$ cat config.mk
export PLATFORM = sky130hd
export DESIGN_NAME = aes_req_scheduler
export DESIGN_NICKNAME = d
export VERILOG_FILES = /design/src/rtl/aes_ctrl_pkg.sv /design/src/rtl/req_edge_capture.sv /design/src/rtl/aes_req_scheduler.sv
export SDC_FILE = /design/constraint.sdc
export NUM_CORES = 1
export LEC_CHECK = 0
export BUFFER_PORTS_ARGS = -buffer_cell sky130_fd_sc_hd__buf_4
export CORE_ASPECT_RATIO = 1.25
export CORE_MARGIN = 10
export CORE_UTILIZATION = 25
export CTS_BUF_LIST = sky130_fd_sc_hd__clkbuf_4 sky130_fd_sc_hd__clkbuf_8
export DETAILED_ROUTE_END_ITERATION = 8
export PLACE_DENSITY = 0.43
export SLEW_MARGIN = 20
export SYNTH_ARGS = -nofsm -noshare
export SYNTH_HDL_FRONTEND = slang
export SYNTH_SLANG_ARGS = --single-unit
$ cat constraint.sdc
create_clock -name clk -period 2.5 [get_ports clk]
set_input_delay 0.25 -clock clk [delete_from_list [all_inputs] [get_ports clk]]
set_output_delay 0.25 -clock clk [all_outputs]
set_load 0.1 [all_outputs]
$ cat src/rtl/aes_ctrl_pkg.sv
// Shared types and helpers for the AES request scheduler: FSM state encoding,
// default requester count and the round-robin search used by the arbiter.
package aes_ctrl_pkg;

    localparam int DEF_N_REQ = 4;
    localparam int MAX_REQ   = 16;

    typedef enum logic [1:0] {
        ST_IDLE  = 2'd0,
        ST_START = 2'd1,
        ST_BUSY  = 2'd2,
        ST_DONE  = 2'd3
    } state_t;

    // First set bit of pend scanning upward from last+1, wrapping at n.
    // last < n always holds, so one conditional subtract replaces a modulo.
    function automatic logic [3:0] rr_next(input logic [MAX_REQ-1:0] pend,
                                           input logic [3:0]         last,
                                           input int                 n);
        logic [3:0] pick;
        logic       hit;
        int         j;
        pick = last;
        hit  = 1'b0;
        for (int i = 1; i <= MAX_REQ; i++) begin
            j = int'(last) + i;
            if (j >= n) j = j - n;
            if (!hit && (i <= n) && pend[j[3:0]]) begin
                pick = j[3:0];
                hit  = 1'b1;
            end
        end
        return pick;
    endfunction

endpackage

$ cat src/rtl/req_edge_capture.sv
// Per-requester falling-edge detector with a sticky pending bit and a
// registered "merged edge" pulse; a set on the same edge as a clear wins.
module req_edge_capture
    import aes_ctrl_pkg::*;
#(
    parameter int N_REQ = DEF_N_REQ
) (
    input  logic             clk,
    input  logic             reset,
    input  logic [N_REQ-1:0] req_i,
    input  logic [N_REQ-1:0] clr_i,
    output logic [N_REQ-1:0] pending_o,
    output logic [N_REQ-1:0] missed_o
);

    for (genvar k = 0; k < N_REQ; k++) begin : g_lane
        logic prev_q, pend_q, miss_q, fall;

        assign fall = prev_q & ~req_i[k];

        always_ff @(posedge clk or negedge reset) begin
            if (!reset) begin
                prev_q <= 1'b0;
                pend_q <= 1'b0;
                miss_q <= 1'b0;
            end else begin
                prev_q <= req_i[k];
                pend_q <= fall | (pend_q & ~clr_i[k]);
                // An edge landing on the clear cycle is a fresh job, not a merge.
                miss_q <= fall & pend_q & ~clr_i[k];
            end
        end

        assign pending_o[k] = pend_q;
        assign missed_o[k]  = miss_q;
    end

endmodule

$ cat src/rtl/aes_req_scheduler.sv
// Round-robin scheduler sharing one AES core between N_REQ requesters.
// Optional watchdog abort in BUSY: define AES_REQ_SCHEDULER_TIMEOUT_EN.
module aes_req_scheduler
    import aes_ctrl_pkg::*;
#(
    parameter int N_REQ       = DEF_N_REQ,
    parameter int IDX_W       = $clog2(N_REQ),
    parameter int TIMEOUT_CYC = 255
) (
    input  logic             clk,
    input  logic             reset,
    input  logic [N_REQ-1:0] req_i,
    input  logic             core_done_i,
    output logic             core_start_o,
    output logic [N_REQ-1:0] grant_o,
    output logic [IDX_W-1:0] grant_idx_o,
    output logic [N_REQ-1:0] ack_o,
    output logic [N_REQ-1:0] missed_o,
    output logic             busy_o,
    output logic             timeout_o
);

    state_t             state_q, state_d;
    logic [IDX_W-1:0]   gidx_q, gidx_d, last_q, last_d, pick;
    logic [N_REQ-1:0]   grant_q, grant_d, clr, pending;

`ifdef AES_REQ_SCHEDULER_TIMEOUT_EN
    localparam int CNT_W = $clog2(TIMEOUT_CYC + 1);
    logic [CNT_W-1:0]   cnt_q, cnt_d;
    logic               tmo_q, tmo_d;
`endif

    req_edge_capture #(.N_REQ(N_REQ)) u_edge (
        .clk       (clk),
        .reset     (reset),
        .req_i     (req_i),
        .clr_i     (clr),
        .pending_o (pending),
        .missed_o  (missed_o)
    );

    assign pick = IDX_W'(rr_next(MAX_REQ'(pending), 4'(last_q), N_REQ));

    always_comb begin
        state_d = state_q;
        gidx_d  = gidx_q;
        grant_d = grant_q;
        last_d  = last_q;
        clr     = '0;
`ifdef AES_REQ_SCHEDULER_TIMEOUT_EN
        cnt_d   = cnt_q;
        tmo_d   = 1'b0;
`endif
        case (state_q)
            ST_IDLE: begin
                if (|pending) begin
                    gidx_d  = pick;
                    grant_d = N_REQ'(1) << pick;
                    state_d = ST_START;
                end
            end
            ST_START: begin
                clr     = grant_q;
                state_d = ST_BUSY;
`ifdef AES_REQ_SCHEDULER_TIMEOUT_EN
                cnt_d   = '0;
`endif
            end
            ST_BUSY: begin
                // Done is checked first so it beats a coincident watchdog expiry.
                if (core_done_i) state_d = ST_DONE;
`ifdef AES_REQ_SCHEDULER_TIMEOUT_EN
                else if (cnt_q == CNT_W'(TIMEOUT_CYC - 1)) begin
                    tmo_d   = 1'b1;
                    last_d  = gidx_q;
                    grant_d = '0;
                    state_d = ST_IDLE;
                end else begin
                    cnt_d = cnt_q + 1'b1;
                end
`endif
            end
            ST_DONE: begin
                last_d  = gidx_q;
                grant_d = '0;
                state_d = ST_IDLE;
            end
            default: state_d = ST_IDLE;
        endcase
    end

    always_ff @(posedge clk or negedge reset) begin
        if (!reset) begin
            state_q <= ST_IDLE;
            gidx_q  <= '0;
            grant_q <= '0;
            last_q  <= IDX_W'(N_REQ - 1);
`ifdef AES_REQ_SCHEDULER_TIMEOUT_EN
            cnt_q   <= '0;
            tmo_q   <= 1'b0;
`endif
        end else begin
            state_q <= state_d;
            gidx_q  <= gidx_d;
            grant_q <= grant_d;
            last_q  <= last_d;
`ifdef AES_REQ_SCHEDULER_TIMEOUT_EN
            cnt_q   <= cnt_d;
            tmo_q   <= tmo_d;
`endif
        end
    end

    // Decoded from the async-reset state so start/ack drop the instant reset asserts.
    assign core_start_o = (state_q == ST_START);
    assign ack_o        = (state_q == ST_DONE) ? grant_q : '0;
    assign busy_o       = (state_q != ST_IDLE);
    assign grant_o      = grant_q;
    assign grant_idx_o  = gidx_q;

`ifdef AES_REQ_SCHEDULER_TIMEOUT_EN
    assign timeout_o = tmo_q;
`else
    assign timeout_o = 1'b0;
`endif

endmodule

# ---- After elaboration in Yosys (flattened, before gate mapping)
# Index checks and enable logic that the tools add are counted.
# W data, S select, Z words.
dict set report classes {
  n_addsub 8
  magnitude_cmp 8
  n_eq_ne 5
  shift 1
  mux 26
  bitwise 28
  n_reduce_logical 13
}
# cell count
set op_table {}
lappend op_table {{$mux W4} 7}
lappend op_table {{$lt A4 B5 Y1 const B} 4}
lappend op_table {{$and A1 B1 Y1} 16}
lappend op_table {{$bmux W1 S4} 4}
lappend op_table {{$mux W2} 6}
lappend op_table {{$sub A3 B3 Y4 const B} 3}
lappend op_table {{$ge A3 B3 Y1 const B} 3}
lappend op_table {{$not A1 Y1} 8}
lappend op_table {{$pmux W2 S4} 1}
lappend op_table {{$pmux W4 S2} 1}
lappend op_table {{$mux W1} 7}
lappend op_table {{$add A2 B2 Y3 const B} 2}
lappend op_table {{$reduce_and A2 Y1} 3}
lappend op_table {{$add A2 B3 Y4 const B} 1}
lappend op_table {{$eq A2 B2 Y1 const B} 2}
lappend op_table {{$ge A4 B3 Y1 const B} 1}
lappend op_table {{$ne A2 B2 Y1 const B} 2}
lappend op_table {{$or A1 B1 Y1} 4}
lappend op_table {{$reduce_bool A2 Y1} 2}
lappend op_table {{$reduce_or A4 Y1} 1}
lappend op_table {{$shl A1 B2 Y4 const A} 1}
lappend op_table {{$sub A4 B3 Y4 const B} 1}
lappend op_table {{$add A2 B1 Y3 const B} 1}
lappend op_table {{$logic_and A1 B1 Y1} 3}
lappend op_table {{other kinds (3)} 5}
dict set report totals {
  regBits 22
  in_bits 7
  word_cells 105
}

# ---- Depth between registers and ports, before layout
# Gate-level depths: netlist (run 1).
dict set report depth {
  word_depth 18
  depth_mapped 9
  ltp_nobuf 8
}

# ---- Modules after synthesis
# From an unflattened synthesis (run 1), not the netlist that was laid out.
dict set report hier_totals {
  hier_cells 136
  hier_area_um2 1451.4
}
# mod instances cells_each area_per_inst_um2 seq_area_each_um2
set by_module_without_submodules {}
lappend by_module_without_submodules {aes_req_scheduler 1 100 940.9 252.7}
lappend by_module_without_submodules {req_edge_capture 1 36 510.5 300.3}

# ---- Worst setup path after synthesis (run 1)
# Ideal clock, no wire load.
dict set report synth_timing {
  path_kind {flip-flop to flip-flop}
  start {reg last_q[0]}
  end {reg grant_q[3] (netlist: grant_o[3])}
  arrival_ns 2.253
  t_required_ns 2.374
  path_slack_ns 0.122
  path_stages_with_launch 10
  period_less_slack_ns 2.378
  path_cell_list {dfstp_2 -> buf_6 -> inv_1 -> ha_1 -> mux4_2 -> a21oi_1 -> or4b_1 -> a22oi_2 -> nand2b_1 -> o21ai_1}
}
dict set report synth_via {
  elab_chain_cells 18
  word_cells_on_any_way 40
  classes_between {add/sub (8); order compare (4); shift (1); mux (21); reduce/logical (6)}
}
# item line
set synth_rtl {}
lappend synth_rtl {{start, declared} aes_req_scheduler.sv:24} ;# logic [IDX_W-1:0] gidx_q, gidx_d, last_q, last_d, pick;
lappend synth_rtl {{start signal, assigned} aes_req_scheduler.sv:97} ;# last_q <= IDX_W'(N_REQ - 1);
lappend synth_rtl {{start signal, assigned} aes_req_scheduler.sv:106} ;# last_q <= last_d;
lappend synth_rtl {{$add A2 B1 Y3} aes_ctrl_pkg.sv:26} ;# j = int'(last) + i;
lappend synth_rtl {{$sub A3 B3 Y4 or $ge A3 B3 Y1 (tied branches)} aes_ctrl_pkg.sv:27} ;# if (j >= n) j = j - n;
lappend synth_rtl {{$mux W4} aes_ctrl_pkg.sv:27}
lappend synth_rtl {{$bmux W1 S4} aes_ctrl_pkg.sv:28} ;# if (!hit && (i <= n) && pend[j[3:0]]) begin
lappend synth_rtl {{$mux W1 (implied by the code)} aes_ctrl_pkg.sv:28}
lappend synth_rtl {{$mux W1} aes_ctrl_pkg.sv:28}
lappend synth_rtl {{$logic_not A1 Y1} aes_ctrl_pkg.sv:28}
lappend synth_rtl {{$logic_and A1 B1 Y1} aes_ctrl_pkg.sv:28}
lappend synth_rtl {{[2 not listed]} -}
lappend synth_rtl {{$logic_and A1 B1 Y1} aes_ctrl_pkg.sv:28}
lappend synth_rtl {{$mux W1} aes_ctrl_pkg.sv:28}
lappend synth_rtl {{$logic_not A1 Y1} aes_ctrl_pkg.sv:28}
lappend synth_rtl {{$logic_and A1 B1 Y1} aes_ctrl_pkg.sv:28}
lappend synth_rtl {{$mux W2 *} aes_ctrl_pkg.sv:28}
lappend synth_rtl {{$shl A1 B2 Y4 *} aes_req_scheduler.sv:58} ;# grant_d = N_REQ'(1) << pick;
lappend synth_rtl {{$mux W4 *} aes_req_scheduler.sv:56} ;# if (|pending) begin
lappend synth_rtl {{$pmux W4 S2 *} aes_req_scheduler.sv:54} ;# case (state_q)
lappend synth_rtl {{end signal, assigned} aes_req_scheduler.sv:105} ;# grant_q <= grant_d;
lappend synth_rtl {{end, declared} aes_req_scheduler.sv:25} ;# logic [N_REQ-1:0] grant_q, grant_d, clr, pending;
# Mark *: on every way between the ends. The rest lies on a longest branch, timed or not. The select of a mux whose other input is x is not followed.
# A chain may end at the register's enable or synchronous reset.

# ---- Final worst setup path (run 1)
# Ends and elaborated chain as after synthesis.

==> results.toml, run 1 <==
[status]
status = "finished, final reports clean"

[drt]
wirelength_um = 2850
drtIter0Drc = 54
via_per_inst = 4.58
drt.antenna.violating_nets = 0
first_pass_iters = 4
vias = 972
detail_route.wl_per_cell_um = 13.5
drcViolationCount = 0

[yosys]
synth_top_area_share_pct = 39.3
synth_commonest_cells = "21 x nand2_1, 20 x dfrtp_1, 10 x ha_1"
ys.flop_type = "dfrtp_1"
ys_warn_count = 0
synthCells = 127
synth_area_leaders = "dfrtp_1 39%, ha_1 9.8%, nand2_1 6.2%"
synth_most_common_cell = "nand2_1"
synth_cell_types = 34
syn-num-nets = 144
synth_edf_count = 0
syn_avg_cell_area_um2 = 10.0
ys_seq_elements = 22
synth_seq_area_share_pct = 43.5
yosys.area.top_type = "dfrtp_1"
synthArstFlopShare_pct = 100
syn-cell-area_um2 = 1270

[setup_path]
cp_slowest_cell = "or4b_1"
cp_top_family = "simple AND/OR/NAND/NOR gates"
r2r_start = "last_q[0]"
path_cells = "buf_4 -> ha_1 -> nor2b_1 -> nor3b_1 -> or4b_1 -> a22oi_2 -> nand2b_1 -> o21ai_1"
path_buf_inv = 1
reg2reg_slack_ns = 0.15
crit_arrival_ns = 2.50
cp-end-kind = "flip-flop"
cp.required_ns = 2.66
cp-start-kind = "flip-flop"
crit_fanout = 10
critical_path.max_stage_delay_ns = 0.55
cp-startpoint = "last_q[0]"
worstSetupPathType = "flip-flop to flip-flop"

[layout]
layout.cells.non_filler = 212
fin_area_um2 = 1570
antenna_cells = 0
nNetsFinal = 168
drive_gt1_share_pct = 25.3
areaGrowthSynthToFinish_pct = 23.4

[clock_network]
htreeDepth = 1
clk_latency_ns = 0.26
clk_pin_slew_ns = 0.08
post_cts_resized = 0
cts-root-buf = "clkbuf_8"
ctsLongestPathBuffers = 2
cts_tree = "built"
numCtsBuffers = 3
cts.sinks = 22

[floorplan]
die_area_um2 = 8360
die_h_um = 99.8
io-pin-count = 24
num_rows = 29
die_w_um = 83.8
core_um2 = 5010
start_util_pct = 25.4

[worst_hold_path]
min_from = "req_i[0]"
hold_path_class = "input port to flip-flop"

[global_route]
grt_pass1_wl_um = 4820
grtUsageMet3_pct = 1.88
grt_busiest_layer = "met2"
grt_pass1_vias = 1006
grt_util_all_layers_pct = 6.78
grt_max_degree = 23
grt_util_met2_pct = 11.4
grt_util_met1_pct = 8.08
antenna_found_initial = 0
grt_overflow_total = 0

[sta]
hold_viol = 0
rsz0062_at_grt = "no"
max_freq_mhz = 426
min_period_over_period_pct = 93.8
fin_setup_tns_ns = 0
period_needed_ns = 2.35
setup_violations = 0
clock_skew_ns = 0.00305
maxSlewViolCount = 0
fin_ws_ns = 0.154

[placement]
place_inst = 205
place.gp.congestion = 0.810
numPortBuffers = 22
placed_area_um2 = 1470
dp_slack_ns = 0.0815
dpl.hpwl_um = 2180

[flow_run]
cap_violations = 0
==> through the flow <==
step | hold WS (ns) | utilization [%]
6_report | 0.0941 | 31.4
4_1_cts | 0.0940 | 31.1
5_1_grt | 0.0850 | 31.4
2_1_floorplan | -0.0456 | -
3_5_place_dp | 0.160 | 29.4
3_3_place_gp | 0.158 | 29.4
==> worst paths after layout <==
check                                     endpoint  cells after the start
min in group asynchronous  u_edge.g_lane[1].miss_q                      2
max reg2reg                             grant_o[3]                      8
max                                     grant_o[3]                      8
min reg2reg                u_edge.g_lane[2].pend_q                      2
min                        u_edge.g_lane[0].prev_q                      1
max in group asynchronous                last_q[1]                      2
==> layout make-up <==
cell class                 count  area [um2]
fill                         543        3440
multi-input combinational     92         644
sequential                    22         553
timing repair buffer          27         205
tap                           62        77.6
clock buffer                   3        41.3
clock inverter                 1        30.0
inverter                       5        18.8
==> what timing repair did <==
| action | 4_1_cts | 5_1_grt |
|---|---|---|
| hold buffers | 1 | 0 |
| hold endpoints to repair | 20 | 0 |
| setup buffers | 0 | 2 |
| setup endpoints to repair | 0 | 5 |
==> metal layers <==
metal,vias to the layer above,wire (um)
li1,465,-
met1,482,1280
met2,21,1420
met3,4,117
met4,0,34
met5,-,0
==> cell families after synthesis <==
group / count (synthesis) / share of synthesized area (%)
buf+inv: 13 / 5.90
flops: 22 / 43.5
simple gates: 52 / 20.6
fa+ha+maj: 10 / 9.83
xor+xnor: 1 / 0.688
mux: 8 / 9.05
other cells: 1 / 0.295
compound gates: 20 / 10.1
==> sequential cells by signal, indices dropped and copies added, names as in the netlist <==
register	flops
u_edge.g_lane.prev_q	4
state_q	2
u_edge.g_lane.miss_q	4
grant_o	4
u_edge.g_lane.pend_q	4
grant_idx_o	2
last_q	2
==> placed cells by master (no fill, tap or decap), drive strengths merged, types with 2 or more instances in the layout <==
cell	n
ha	10
and2	4
clkbuf	3
nor3b	2
a21oi	6
o21ai	8
nor2	9
nand2b	7
and3	4
mux4	2
mux2i	4
buf	26
inv	5
a22oi	2
nand2	21
mux2	2
dfrtp	20
nor2b	2
dfstp	2
==> worst reg2reg max path, delay by kind of cell (launching register included) <==
family / cells / cell delay (ns)
compound gates: 2 / 0.31
buf+inv: 1 / 0.19
simple gates: 4 / 1.04
flops: 1 / 0.53
fa+ha+maj: 1 / 0.16
Power of run 1 is not shown: default switching activity piles up to over one toggle a cycle in this logic, so the estimate is an artifact.
==> run 2, diff against run 1 <==
--- a/config.mk
+++ b/config.mk
@@ -8,10 +8,10 @@
 export BUFFER_PORTS_ARGS = -buffer_cell sky130_fd_sc_hd__buf_4
 export CORE_ASPECT_RATIO = 1.25
 export CORE_MARGIN = 10
-export CORE_UTILIZATION = 25
+export CORE_UTILIZATION = 40
 export CTS_BUF_LIST = sky130_fd_sc_hd__clkbuf_4 sky130_fd_sc_hd__clkbuf_8
 export DETAILED_ROUTE_END_ITERATION = 8
-export PLACE_DENSITY = 0.43
+export PLACE_DENSITY = 0.62
 export SLEW_MARGIN = 20
 export SYNTH_ARGS = -nofsm -noshare
 export SYNTH_HDL_FRONTEND = slang
==> results.toml, run 2 (synthesized netlist as in run 1, its figures left out) <==
[placement]
numPortBuffers = 22
dpl.hpwl_um = 2200
placed_area_um2 = 1440
place.gp.congestion = 0.840

[global_route]
grt_pass1_vias = 1006
grt_max_degree = 23
grt_overflow_total = 0
grt_util_all_layers_pct = 9.70
antenna_found_initial = 0
grt_pass1_wl_um = 4800

[setup_path]
critical_path.max_stage_delay_ns = 0.55
worstSetupPathType = "flip-flop to flip-flop"
path_cells = "buf_4 -> ha_1 -> nor2b_1 -> nor3b_1 -> or4b_1 -> a22oi_2 -> nand2b_1 -> o21ai_1"
crit_fanout = 10
crit_path_end = "grant_o[3]"
cp-start-kind = "flip-flop"
cp.depth = 8
r2r_start = "last_q[0]"
rr_worst_depth = 8
cp_slowest_cell = "dfstp_2"
cp-end-kind = "flip-flop"
cp_top_family = "simple AND/OR/NAND/NOR gates"
reg2reg_slack_ns = 0.11
r2r-end = "grant_o[3]"
cp-startpoint = "last_q[0]"
path_buf_inv = 1
cp.required_ns = 2.71
crit_arrival_ns = 2.59

[sta]
clock_skew_ns = 0.00308
max_freq_mhz = 419
setup_violations = 0
min_period_over_period_pct = 95.5
fin_setup_tns_ns = 0
maxSlewViolCount = 0
period_needed_ns = 2.39
rsz0062_at_grt = "no"
hold_viol = 0

[clock_network]
cts_tree = "built"
ctsLongestPathBuffers = 2
numCtsBuffers = 3
clk_pin_slew_ns = 0.13
clk_latency_ns = 0.31
cts.sinks = 22
htreeDepth = 1
cts-root-buf = "clkbuf_4"
post_cts_resized = 0

[floorplan]
io-pin-count = 24
num_rows = 22
die_w_um = 70.4
die_area_um2 = 5850
start_util_pct = 42.4
die_h_um = 83.1
core_um2 = 3000

[layout]
fin_area_um2 = 1510
nNetsFinal = 167
nFillCells = 281
antenna_cells = 0
areaGrowthSynthToFinish_pct = 18.8
layout_commonest_cell = "buf_4"
final_cell_mix = "25 x buf_4, 21 x nand2_1, 20 x dfrtp_1, 10 x ha_1, 9 x nor2_1"
multiInputGateArea_um2 = 644
drive_gt1_share_pct = 24.8
seq_area_um2 = 553

[drt]
via_per_inst = 5.19
vias = 960
drtIter0Drc = 26
wirelength_um = 2800
drcViolationCount = 0
first_pass_iters = 3
detail_route.wl_per_cell_um = 15.1
drt.antenna.violating_nets = 0

[status]
status = "finished, final reports clean"

[flow_run]
cap_violations = 0

[worst_hold_path]
hold_path_class = "input port to flip-flop"
run 2: final cells by class:
cell class / instances / area share [%]
clock inverter: 1 / 1.99
timing repair buffer: 26 / 13.1
clock buffer: 3 / 1.49
tap: 36 / 2.98
inverter: 5 / 1.24
multi-input combinational: 92 / 42.6
sequential: 22 / 36.6
run 2: what timing repair did:
item | CTS | global route
hold endpoints to repair | 20 | 0
buffers inserted | 0 | 1
setup endpoints to repair | 0 | 4
hold buffers | 1 | 0
run 2: worst min-delay path by stage:
stage / startpoint / to / slack, ns / cells after the start
3_5_place_dp: reset / u_edge.g_lane[2].prev_q / 0.15 / 1
2_1_floorplan: reset / grant_idx_o[0] / -0.05 / 0
6_report: req_i[0] / u_edge.g_lane[0].prev_q / 0.04 / 1
4_1_cts: req_i[0] / u_edge.g_lane[0].prev_q / 0.03 / 1
5_1_grt: req_i[1] / u_edge.g_lane[1].prev_q / 0.007 / 1
3_3_place_gp: reset / u_edge.g_lane[2].prev_q / 0.15 / 1
run 2: routing by layer:
| metal | track usage, % | wire length, um | vias to the layer above |
|---|---|---|---|
| li1 | - | - | 470 |
| met1 | 10.3 | 1090 | 468 |
| met2 | 16.9 | 1540 | 16 |
| met3 | 2.62 | 116 | 6 |
| met4 | 4.84 | 60 | 0 |
| met5 | 0 | 0 | - |
run 2: through the flow:
| stage | setup WS (ns) | std cells | util (%) | hold slack (ns) |
|---|---|---|---|---|
| 6_report | 0.113 | 185 | 50.4 | 0.0439 |
| 5_1_grt | 0.00900 | 185 | 50.4 | 0.00718 |
| 4_1_cts | 0.0147 | 184 | 50.1 | 0.0321 |
| 3_5_place_dp | 0.0336 | 179 | 48.0 | 0.154 |
| 3_3_place_gp | 0.125 | 179 | 48.0 | 0.154 |
| 2_1_floorplan | 0.122 | 127 | - | -0.0456 |
Power of run 2 is left out for the same reason.
